$ cat src/rtl/hs_sink_fifo_if.sv
// Valid/ready payload channel terminated by hs_sink_fifo.
// The master drives valid and data; the slave returns ready.
interface hs_sink_fifo_if #(
   parameter int WIDTH = 8
);
   logic             s_valid;
   logic [WIDTH-1:0] s_data_in;
   logic             s_ready;

   modport master (output s_valid, output s_data_in, input s_ready);
   modport slave  (input s_valid, input s_data_in, output s_ready);
endinterface

$ cat src/rtl/hs_sink_fifo.sv
// Receiving end of a valid/ready channel: buffers beats in a small FIFO, drains
// them under en, counts accepted beats and flags breaks in the +1 payload sequence.
//
// state      | meaning
// ST_UNARMED | no beat since reset; the next accept only seeds the expected value
// ST_ARMED   | every accept is compared against the expected value
module hs_sink_fifo #(
   parameter int WIDTH = 8,
   parameter int DEPTH = 4,
   parameter int CNT_W = 16
) (
   input  logic                   clk,
   input  logic                   rst,
   input  logic                   en,
   hs_sink_fifo_if.slave          s,
   output logic [WIDTH-1:0]       s_data_out,
   output logic                   out_valid,
   output logic [$clog2(DEPTH):0] fifo_cnt,
   output logic [CNT_W-1:0]       beat_cnt,
   output logic                   seq_err
);
   localparam int AW = $clog2(DEPTH);
   localparam logic [0:0] ST_UNARMED = 1'b0;
   localparam logic [0:0] ST_ARMED   = 1'b1;

   logic [WIDTH-1:0] mem [DEPTH];
   logic [AW-1:0]    wr_ptr;
   logic [AW-1:0]    rd_ptr;
   logic [0:0]       seq_state;
   logic [WIDTH-1:0] seq_exp;
   logic             full;
   logic             push;
   logic             pop;

   // Ready depends only on registered occupancy and rst, never on s_valid.
   assign full      = (fifo_cnt == (AW+1)'(DEPTH));
   assign s.s_ready = !rst && !full;
   assign push      = s.s_valid && s.s_ready;
   assign pop       = en && (fifo_cnt != '0);

   always_ff @(posedge clk) begin
      if (push) begin
         mem[wr_ptr] <= s.s_data_in;
      end
   end

   always_ff @(posedge clk) begin
      if (rst) begin
         wr_ptr     <= '0;
         rd_ptr     <= '0;
         fifo_cnt   <= '0;
         s_data_out <= '0;
         out_valid  <= 1'b0;
      end else begin
         out_valid <= pop;
         if (push) begin
            wr_ptr <= wr_ptr + AW'(1);
         end
         if (pop) begin
            s_data_out <= mem[rd_ptr];
            rd_ptr     <= rd_ptr + AW'(1);
         end
         case ({push, pop})
            2'b10:   fifo_cnt <= fifo_cnt + (AW+1)'(1);
            2'b01:   fifo_cnt <= fifo_cnt - (AW+1)'(1);
            default: fifo_cnt <= fifo_cnt;
         endcase
      end
   end

   always_ff @(posedge clk) begin
      if (rst) begin
         beat_cnt <= '0;
      end else if (push && (beat_cnt != '1)) begin
         beat_cnt <= beat_cnt + CNT_W'(1);
      end
   end

   // Expected value always resyncs to the received beat, so one glitch logs once.
   always_ff @(posedge clk) begin
      if (rst) begin
         seq_state <= ST_UNARMED;
         seq_exp   <= '0;
         seq_err   <= 1'b0;
      end else if (push) begin
         seq_exp <= s.s_data_in + WIDTH'(1);
         if (seq_state == ST_ARMED) begin
            if (s.s_data_in != seq_exp) begin
               seq_err <= 1'b1;
            end
         end else begin
            seq_state <= ST_ARMED;
         end
      end
   end
endmodule
$ cat src/flat_wrapper.sv
// flat-port wrapper written by rule: the top's interface ports become plain ports
module hs_sink_fifo_flat 
#(
   parameter int WIDTH = 8,
   parameter int DEPTH = 4,
   parameter int CNT_W = 16
)
  (clk, rst, en, s_data_out, out_valid, fifo_cnt, beat_cnt, seq_err, s_s_valid, s_s_data_in, s_s_ready);
  hs_sink_fifo_if #(.WIDTH(WIDTH)) s_i ();
  input  logic clk;
  input  logic rst;
  input  logic en;
  output logic [WIDTH-1:0] s_data_out;
  output logic out_valid;
  output logic [$clog2(DEPTH):0] fifo_cnt;
  output logic [CNT_W-1:0] beat_cnt;
  output logic seq_err;
  input wire logic [$bits(s_i.s_valid)-1:0] s_s_valid;
  input wire logic [$bits(s_i.s_data_in)-1:0] s_s_data_in;
  output wire logic [$bits(s_i.s_ready)-1:0] s_s_ready;
  assign s_i.s_valid = s_s_valid;
  assign s_i.s_data_in = s_s_data_in;
  assign s_s_ready = s_i.s_ready;
  hs_sink_fifo #(.WIDTH(WIDTH), .DEPTH(DEPTH), .CNT_W(CNT_W)) u_core (.clk(clk), .rst(rst), .en(en), .s(s_i), .s_data_out(s_data_out), .out_valid(out_valid), .fifo_cnt(fifo_cnt), .beat_cnt(beat_cnt), .seq_err(seq_err));
endmodule
$ cat config.mk
export PLATFORM = sky130hd
export DESIGN_NAME = hs_sink_fifo_flat
export DESIGN_NICKNAME = d
export VERILOG_FILES = /design/src/rtl/hs_sink_fifo_if.sv /design/src/rtl/hs_sink_fifo.sv /design/src/flat_wrapper.sv
export SDC_FILE = /design/constraint.sdc
export NUM_CORES = 1
export LEC_CHECK = 0
export ABC_AREA = 1
export CAP_MARGIN = 20
export CORE_ASPECT_RATIO = 0.5
export CORE_MARGIN = 3
export CORE_UTILIZATION = 35
export CTS_BUF_LIST = sky130_fd_sc_hd__clkbuf_16
export DETAILED_ROUTE_END_ITERATION = 8
export GPL_ROUTABILITY_DRIVEN = 0
export PLACE_DENSITY_LB_ADDON = 0.05
export SKIP_CTS_REPAIR_TIMING = 1
export SLEW_MARGIN = 20
export SYNTH_ARGS = -nofsm -noshare
export SYNTH_HDL_FRONTEND = slang
export SYNTH_SLANG_ARGS = --single-unit
$ cat constraint.sdc
create_clock -name clk -period 2.01 [get_ports clk]
set_clock_uncertainty 0.15 [all_clocks]
set_input_delay 0.3015 -clock clk [delete_from_list [all_inputs] [get_ports clk]]
set_output_delay 0.3015 -clock clk [all_outputs]
set_load 0.005 [all_outputs]
* After elaboration in Yosys (flattened, before gate mapping)
Memories as Yosys holds them, arrays and structs flattened. A register that Yosys moved wholly into a read port is not among the register bits.
Index checks and enable logic that the tools add are counted.
** Word-level totals
- Output and inout bits :: 30
- Input bits :: 12
- Bits in writable memories :: 32
- Register bits after elaboration :: 34
- Word-level logic and storage cells :: 32
- Memories :: 1
** Memory list
- u_core.mem :: words 4, width 8, rd ports 1, clocked after Yosys merged registers in 1, write ports 1, line hs_sink_fifo.sv:26 : logic [WIDTH-1:0] mem [DEPTH];
** Operators by class
- Mux-type cells :: 3
- $add $sub $neg :: 6
- Equal/unequal tests :: 5
- Reductions and logical operators :: 9
** Operators with widths (count)
- $add 16x1->16 const B :: 1
- $ne 16x16->1 const B :: 1
- $add 8x1->8 const B :: 1
- $ne 8x8->1 :: 1
- $pmux 3 s2 :: 1
- $add 2x1->2 const B :: 2
- $logic_and 1x1->1 :: 4
- $add 3x1->3 const B :: 1
- $eq 3x3->1 const B :: 1
- $reduce_and 3->1 :: 1
- $reduce_bool 3->1 :: 1
- $sub 3x1->3 const B :: 1
- $eq 2x1->1 const B :: 1
- $eq 2x2->1 const B :: 1
- $logic_not 1->1 :: 2
- $mux 1 :: 2
- $reduce_bool 2->1 :: 1

* Depth between registers and ports, before layout
Gate-level depths: netlist of the first run.
- Word-level depth :: 6
- Depth in mapped cells :: 11
- Mapped depth without buffers :: 10

* Least setup slack after synthesis of the first run
No wires, ideal clock.
- Kind :: input-to-reg
- From :: input rst
- To :: register u_core.fifo_cnt[2]
- Stages :: 11
- Path slack :: -0.085 ns
- Arrival :: 1.823 ns
- Required time :: 1.738 ns
- Setup time :: 0.122 ns
- Cells stage by stage :: buf_4 -> clkinv_2 -> nand3_4 -> buf_2 -> ha_1 -> inv_1 -> fa_1 -> a21oi_1 -> o21ai_0 -> o21ai_0 -> a21oi_1
** Between the ends
- Cells in the longest elaborated chain, start to end :: 5
- Elaborated cells between the ends (all ways) :: 7
- Those cells by class :: 2 x eq/ne; 1 x mux; 4 x reduce/logical
** RTL lines
- start: declaration :: line flat_wrapper.sv:11 : input logic rst;
- $logic_not 1->1 :: line hs_sink_fifo.sv:37 : assign s.s_ready = !rst && !full;
- $logic_and 1x1->1 :: line hs_sink_fifo.sv:37
- $logic_and 1x1->1 :: line hs_sink_fifo.sv:38 : assign push = s.s_valid && s.s_ready;
- $eq 2x1->1 / $eq 2x2->1 (equally long branches) :: line hs_sink_fifo.sv:63 : case ({push, pop})
- $pmux 3 s2 / $reduce_bool 2->1 (equally long branches)
- end signal: assignment :: line hs_sink_fifo.sv:64 : 2'b10: fifo_cnt <= fifo_cnt + (AW+1)'(1);
- end signal: assignment :: line hs_sink_fifo.sv:65 : 2'b01: fifo_cnt <= fifo_cnt - (AW+1)'(1);
- end signal: assignment :: line hs_sink_fifo.sv:66 : default: fifo_cnt <= fifo_cnt;
- end: declaration :: line hs_sink_fifo.sv:18 : output logic [$clog2(DEPTH):0] fifo_cnt,
Several ways; a longest one is shown, not always the timed one.
A chain may end at the register's enable or synchronous reset.

* Final worst setup path of the first run
- From :: input en
- To :: register u_core.fifo_cnt[2]
** Between the ends
- Cells in the longest elaborated chain, start to end :: 3
- Elaborated cells between the ends (all ways) :: 5
- Those cells by class :: 2 x eq/ne; 1 x mux; 2 x reduce/logical
** RTL lines
- start: declaration :: line flat_wrapper.sv:12 : input logic en;
- $logic_and 1x1->1 * :: line hs_sink_fifo.sv:39 : assign pop = en && (fifo_cnt != '0);
- $eq 2x1->1 / $eq 2x2->1 (equally long branches) :: line hs_sink_fifo.sv:63
- $pmux 3 s2 / $reduce_bool 2->1 (equally long branches)
Every way passes the cells marked *; elsewhere a longest branch is shown, timed or not.

==> results of run 1 <==
==> tightest hold or removal path, cell delays in order, from the launching register on <==
cell and delay (ns):
dfxtp_1 0.31, inv_1 0.05, a21oi_1 0.05
==> synth_stat cells, types with 2 or more instances <==
library cell,count,area share (%)
a21oi_1,16,2.3
nand2_1,70,7.7
nor2_2,3,0.55
inv_2,2,0.22
nor3_1,2,0.29
o22ai_1,8,1.5
a21oi_2,4,1.0
xnor2_1,11,2.8
nor2_4,2,0.66
nand4_1,4,0.73
nand3_1,17,2.5
xor2_1,6,1.5
buf_6,2,0.66
o21ai_0,40,5.9
edfxtp_1,32,28
nand2_2,2,0.37
dfxtp_1,42,25
ha_1,7,2.6
nand3b_1,2,0.44
inv_1,36,4.0
nor2_1,62,6.8
clkbuf_1,3,0.33
buf_2,6,0.88
nand3_2,2,0.59
==> per-stage QoR <==
| step | util (%) | TNS [ns] | hold slack, ns |
|---|---|---|---|
| after global placement | 45.8 | -1.07 | 0.292 |
| after floorplan | - | 0 | 0.241 |
| final | 49.6 | 0 | 0.305 |
| after detailed placement | 45.8 | -1.62 | 0.301 |
| after global routing | 49.6 | -0.00417 | 0.358 |
| after CTS | 49.4 | -0.0348 | 0.311 |
==> sequential cells by signal, summed over array words and instances (netlist names) <==
signal	count
u_core.mem	32
u_core.beat_cnt	16
u_core.s_data_out	8
u_core.seq_exp	8
u_core.fifo_cnt	3
u_core.rd_ptr	2
u_core.wr_ptr	2
u_core.out_valid	1
u_core.seq_err	1
u_core.seq_state	1
==> power groups by stage <==
stage	registers, uW	logic, uW	clock network (uW)
3_3_place_gp	1820	892	0
3_5_place_dp	1820	913	0
2_1_floorplan	1820	494	0
6_report	1790	920	1700
5_1_grt	1810	1020	1820
4_1_cts	1790	918	1760
==> placed cells by master, fill, tap and decap left out, types with 2 or more instances in the layout <==
cell              n
a21oi_2           4
clkbuf_16         9
inv_2             4
xnor2_1          11
nand2_2           2
dfxtp_2           2
clkdlybuf4s50_1  40
o22ai_1           8
buf_4            33
clkinv_4          4
bufinv_16         2
edfxtp_1         32
nor2_4            2
a21oi_1          16
nand4_1           4
dfxtp_1          40
nor3_1            2
nand3_2           2
nand3b_1          2
xor2_1            6
nand3_1          17
ha_1              7
nor2_1           62
nand2_1          70
inv_1            35
o21ai_0          39
nor2_2            3
==> cells by family after synthesis <==
| family | count (synthesis) | synth area share, % |
|---|---|---|
| simple gates | 169 | 21.6 |
| mux | 1 | 0.293 |
| buf+inv | 51 | 6.42 |
| xor+xnor | 17 | 4.37 |
| flops | 74 | 52.8 |
| compound gates | 71 | 11.4 |
| fa+ha+maj | 8 | 3.15 |
==> layout make-up <==
class                      count  area [um^2]  area share [%]
multi-input combinational    266         1400            30.9
sequential                    74         1800            40.0
tap                          130          163            3.60
clock inverter                 7         95.1            2.11
inverter                      39          151            3.35
timing repair buffer          75          681            15.1
clock buffer                   9          225            4.99
==> worst paths after layout <==
path	startpoint	to	slack [ns]	cells after the start
max	en	u_core.fifo_cnt[2]	0.05	10
min	u_core.seq_err	u_core.seq_err	0.31	2
min reg2reg	u_core.seq_err	u_core.seq_err	0.31	2
max reg2reg	u_core.fifo_cnt[2]	u_core.fifo_cnt[2]	0.08	9
==> routing by layer <==
layer,vias up,wire [um],part of all wire (%)
li1,1439,-,-
met1,1318,3660,46
met2,62,3810,48
met3,5,397,5.0
met4,0,36,0.46
met5,-,0,0
==> impl_results.md, run 1 <==
* Crit path DAT at 2.01 ns
* Initial antenna violation count at 0
* Peak Freq at 511 MHz
* Setup WS pre-CTS at -0.328 ns
* Worst ir drop on vdd at 0.000392 V
* Critical path peak fanout at 2
* Post-route total power at 4420 uW
* Maximum number of pins on one net before global-route repair at 25
* Max clock buf depth at 2
* Psw at 1180 uW
* Slew @ Worst Pin at 0.741 ns
* Max_slew headroom at 50.4%
* CTS tree: done
* Post-route ant nets at 0
* All-Layer GR Usage at 15.3%
* Layout cells sized above 1 at 15.3%
* Count of final hold-check violations at 0
* Final cell count without fillers at 600
* CP Data Required Time at 2.07 ns
* Boundary Pins at 42
* Syn Area/Cell at 8.72 um^2
* Worst Setup End Kind: flop
* Core area at 9100 um^2
* DR vias/cell at 4.71
* Placed cells at 582
* Root buffer cell: clkbuf_16
* Max_cap viols at 0
* Routing usage on met1 at 18.6%
* Area Growth Syn to Fin at 32.4%
* N_diodes at 0
* Reg clk slew, reported paths at 0.06 ns
* Setup Viol. Count Final at 0
* EDFF count, synth at 32
* Slowest CP cell: clkdlybuf4s50_1
* Netlist cell types at 34
* DRC Markers at 0
* Total CTS buffers at 9
* Sequential share of power at 40.6%
* Lkg Pwr at 0.00173 uW
* Die area at 11000 um^2
* CP top delay family: compound AO/OA/AOI/OAI gates
* Synth Register Bits at 74
* Worst hold-check path type: reg2reg
* Initial core utilization at 37.5%
* CP Launch Type: input pin
* First-pass GRT wire length at 13200 um
* Status: finished, final reports clean
* Min Tclk post-route at 1.96 ns
* Placed instance area at 4170 um^2
* Filler Cell Count at 853
* Top_reg_cell synth: dfxtp_1
* Die width at 146 um
* Cell Chain, Critical Path: clkdlybuf4s50_1, inv_1, a31oi_2, ha_1, inv_1, fa_1, a21oi_1, o21ai_0, o21ai_1, a21oi_1
* Clk_lat worst skew at 0.33 ns
* Vias at 2824
* Switch share at 26.8%
* Die height at 75.8 um
* Clock Power Share at 38.6%
* Period utilisation layout at 97.3%
* IO Port Bufs at 41
* Met2 Resource Use GR at 27.4%
* Max incr delay on CP at 0.46 ns
* GRT Residual Overflow at 0
* Asr flop ratio synth at 0%
* RSZ-0062 raised after global routing: yes
* Post-synthesis sequential area ratio at 52.8%
* Final Slew Violations at 0
* Pre-antenna DRT Iters at 4
* Final #Nets at 485
* Fin area at 4520 um^2
* # rows at 24
* Vias in the first global route at 2828
* Syn Nets at 411
* Final HPWL DP at 5460 um
* Comb power frac at 20.8%
* H-tree Lvls at 3
* Drt total wl at 7910 um
* Most used routing layer: met2
* Pwr dens at 978 nW/um^2
* Pint at 3230 uW
* CTS sink count at 74
* Setup Crit Path Kind: in2reg
* Drt initial violations at 112
* Final worst setup slack at 0.0547 ns
* Yosys synthesis warning count at 0
* Post-Syn Area at 3410 um^2
* WP buf/inv at 3
* Post-Syn Instances at 391
* Routed len/inst at 13.2 um
* Met3 Resource Use GR at 4.63%
Power figures use the tool's default switching activity.
==> inputs of run 2 (changes only) <==
--- a/config.mk
+++ b/config.mk
@@ -10,7 +10,8 @@
 export CORE_ASPECT_RATIO = 0.5
 export CORE_MARGIN = 3
 export CORE_UTILIZATION = 35
-export CTS_BUF_LIST = sky130_fd_sc_hd__clkbuf_16
+export CTS_BUF_LIST = sky130_fd_sc_hd__clkbuf_4 sky130_fd_sc_hd__clkbuf_8
+export CTS_CLUSTER_DIAMETER = 60
 export DETAILED_ROUTE_END_ITERATION = 8
 export GPL_ROUTABILITY_DRIVEN = 0
 export PLACE_DENSITY_LB_ADDON = 0.05
==> run 2 against run 1 <==
Effect of this change: register-to-register slack worse by 0.07 ns; utilization decreased by 0.81 points; via count up 0.21%; hold slack better by 0.0027 ns; highest routed layer unchanged; combinational power is 3.8% higher.
==> impl_results.md, run 2 (same netlist as run 1, synthesis figures left out) <==
* Max clock buf depth at 2 (unchanged)
* Worst Setup End Kind: flop
* Reg clk slew, reported paths at 0.08 ns (+0.02 ns)
* Status: finished, final reports clean
* Final Slew Violations at 0 (unchanged)
* H-tree Lvls at 3 (unchanged)
* Final HPWL DP at 5460 um (unchanged)
* Root buffer cell: clkbuf_8
* Vias in the first global route at 2825 (-0.11%)
* DRC Markers at 0 (unchanged)
* Critical path peak fanout at 2 (unchanged)
* Final worst setup slack at 0.00109 ns (-0.0536 ns)
* IO Port Bufs at 41 (unchanged)
* HP Start: u_core.seq_err
* # rows at 24 (unchanged)
* Area Growth Syn to Fin at 30.2%
* Crit path DAT at 2.09 ns (+0.08 ns)
* Flop2flop setup slack at 0.01 ns (-0.07 ns)
* Die height at 75.8 um (unchanged)
* FF-to-FF End: u_core.fifo_cnt[2]
* CP Launch Type: input pin
* Initial antenna violation count at 0 (unchanged)
* Most frequent cells in the layout: nand2_1, nor2_1, dfxtp_1
* CTS tree: done
* First-pass GRT wire length at 13100 um (-0.79%)
* Worst hold-check path type: reg2reg
* N_diodes at 0 (unchanged)
* Worst r2r src: u_core.fifo_cnt[0]
* R2R depth at 10 (+1)
* Vias at 2830 (+0.21%)
* Period utilisation layout at 99.9% (+2.7 points)
* Boundary Pins at 42 (unchanged)
* Lkg Pwr at 0.00169 uW (-2.0%)
* Die area at 11000 um^2 (unchanged)
* Total CTS buffers at 9 (unchanged)
* Placed cells at 582 (unchanged)
* Max FFs per register at 32 (unchanged)
* Max_slew headroom at 49.8% (-0.61 points)
* CTS sink count at 74 (unchanged)
* GRT Residual Overflow at 0 (unchanged)
* Setup Viol. Count Final at 0 (unchanged)
* Min Tclk post-route at 2.01 ns (+0.0536 ns)
* Final #Nets at 485 (unchanged)
* Final setup TNS at 0 ns (unchanged)
* Drt initial violations at 120 (+7.1%)
* Count of final hold-check violations at 0 (unchanged)
* Layout cells sized above 1 at 15.5% (+0.21 points)
* Die width at 146 um (unchanged)
* Setup WS pre-CTS at -0.328 ns (unchanged)
* Largest regs: u_core.mem (32), u_core.beat_cnt (16)
* Drt total wl at 7860 um (-0.57%)
* Pre-antenna DRT Iters at 4 (unchanged)
* All-Layer GR Usage at 15.1% (-0.20 points)
* Clk_lat worst skew at 0.34 ns (about the same)
* Peak Freq at 498 MHz (-2.7%)
* Max_cap viols at 0 (unchanged)
* Pwr dens at 907 nW/um^2 (-7.2%)
* Core area at 9100 um^2 (unchanged)
* Leading cell type in the layout, fill and taps excluded: nand2_1
* Initial core utilization at 37.5% (unchanged)
* Cell depth of the worst hold path at 2 (unchanged)
* Worst ir drop on vdd at 0.000289 V (-26%)
* Slew @ Worst Pin at 0.750 ns (+0.00909 ns)
* DR vias/cell at 4.72 (+0.21%)
* CP Data Required Time at 2.09 ns (+0.02 ns)
* Hold endpoint: u_core.seq_err
* Routed len/inst at 13.1 um (-0.57%)
* Maximum number of pins on one net before global-route repair at 25 (unchanged)
* Setup Crit Path Kind: in2reg
* Filler Cell Count at 855 (+0.23%)
* Largest Register: u_core.mem
* Post-route ant nets at 0 (unchanged)
* Final cell count without fillers at 600 (unchanged)
run 2: worst max-delay path by stage:
stage | slack, ns | endpoint | from
finish | 0.001 | u_core.fifo_cnt[2] | en
floorplan | 0.02 | u_core.fifo_cnt[2] | u_core.fifo_cnt[0]
detailed placement | -0.33 | u_core.fifo_cnt[2] | en
global route | -0.06 | u_core.fifo_cnt[2] | u_core.fifo_cnt[0]
CTS | -0.03 | s_s_ready | rst
global placement | -0.28 | u_core.fifo_cnt[2] | rst
run 2: layer usage:
layer,up-vias,share of wire (%),wire (um),GRT usage [%]
met2,57,48,3790,27.1
met1,1329,46,3630,18.3
met3,6,4.8,375,4.46
met4,0,0.88,69,4.42
met5,-,0,0,0
li1,1438,-,-,-
run 2: per-stage QoR:
stage                     hold WS (ns)  area (um^2)  power, uW  util, %
final                            0.308         4440       4030     48.8
after global routing             0.346         4440       4270     48.8
after CTS                        0.315         4390       4040     48.3
after detailed placement         0.301         4170       2730     45.8
after global placement           0.292         4170       2710     45.8
after floorplan                  0.241         3420       2320        -
run 2: final cells by class:
cell class | instances | area (um^2) | share of cell area (%)
Sequential cell | 74 | 1810 | 40.7
Multi-Input combinational cell | 266 | 1410 | 31.8
Timing Repair Buffer | 75 | 683 | 15.4
Tap cell | 130 | 163 | 3.66
Inverter | 39 | 154 | 3.46
Clock buffer | 10 | 131 | 2.96
Clock inverter | 6 | 91.3 | 2.06
run 2: report_power, final:
group | switching [uW] | leakage, uW | internal, uW
combinational | 507 | 0.000942 | 448
sequential | 75.4 | 0.000635 | 1720
clock | 563 | 0.000114 | 717
total | 1150 | 0.00169 | 2880
run 2: critical path: stages:
cell             delay (ns)
clkdlybuf4s50_1        0.46
inv_1                  0.06
a31oi_4                0.15
ha_1                   0.16
inv_1                  0.06
fa_1                   0.40
a21oi_1                0.17
o21ai_0                0.13
o21ai_1                0.14
a21oi_1                0.06
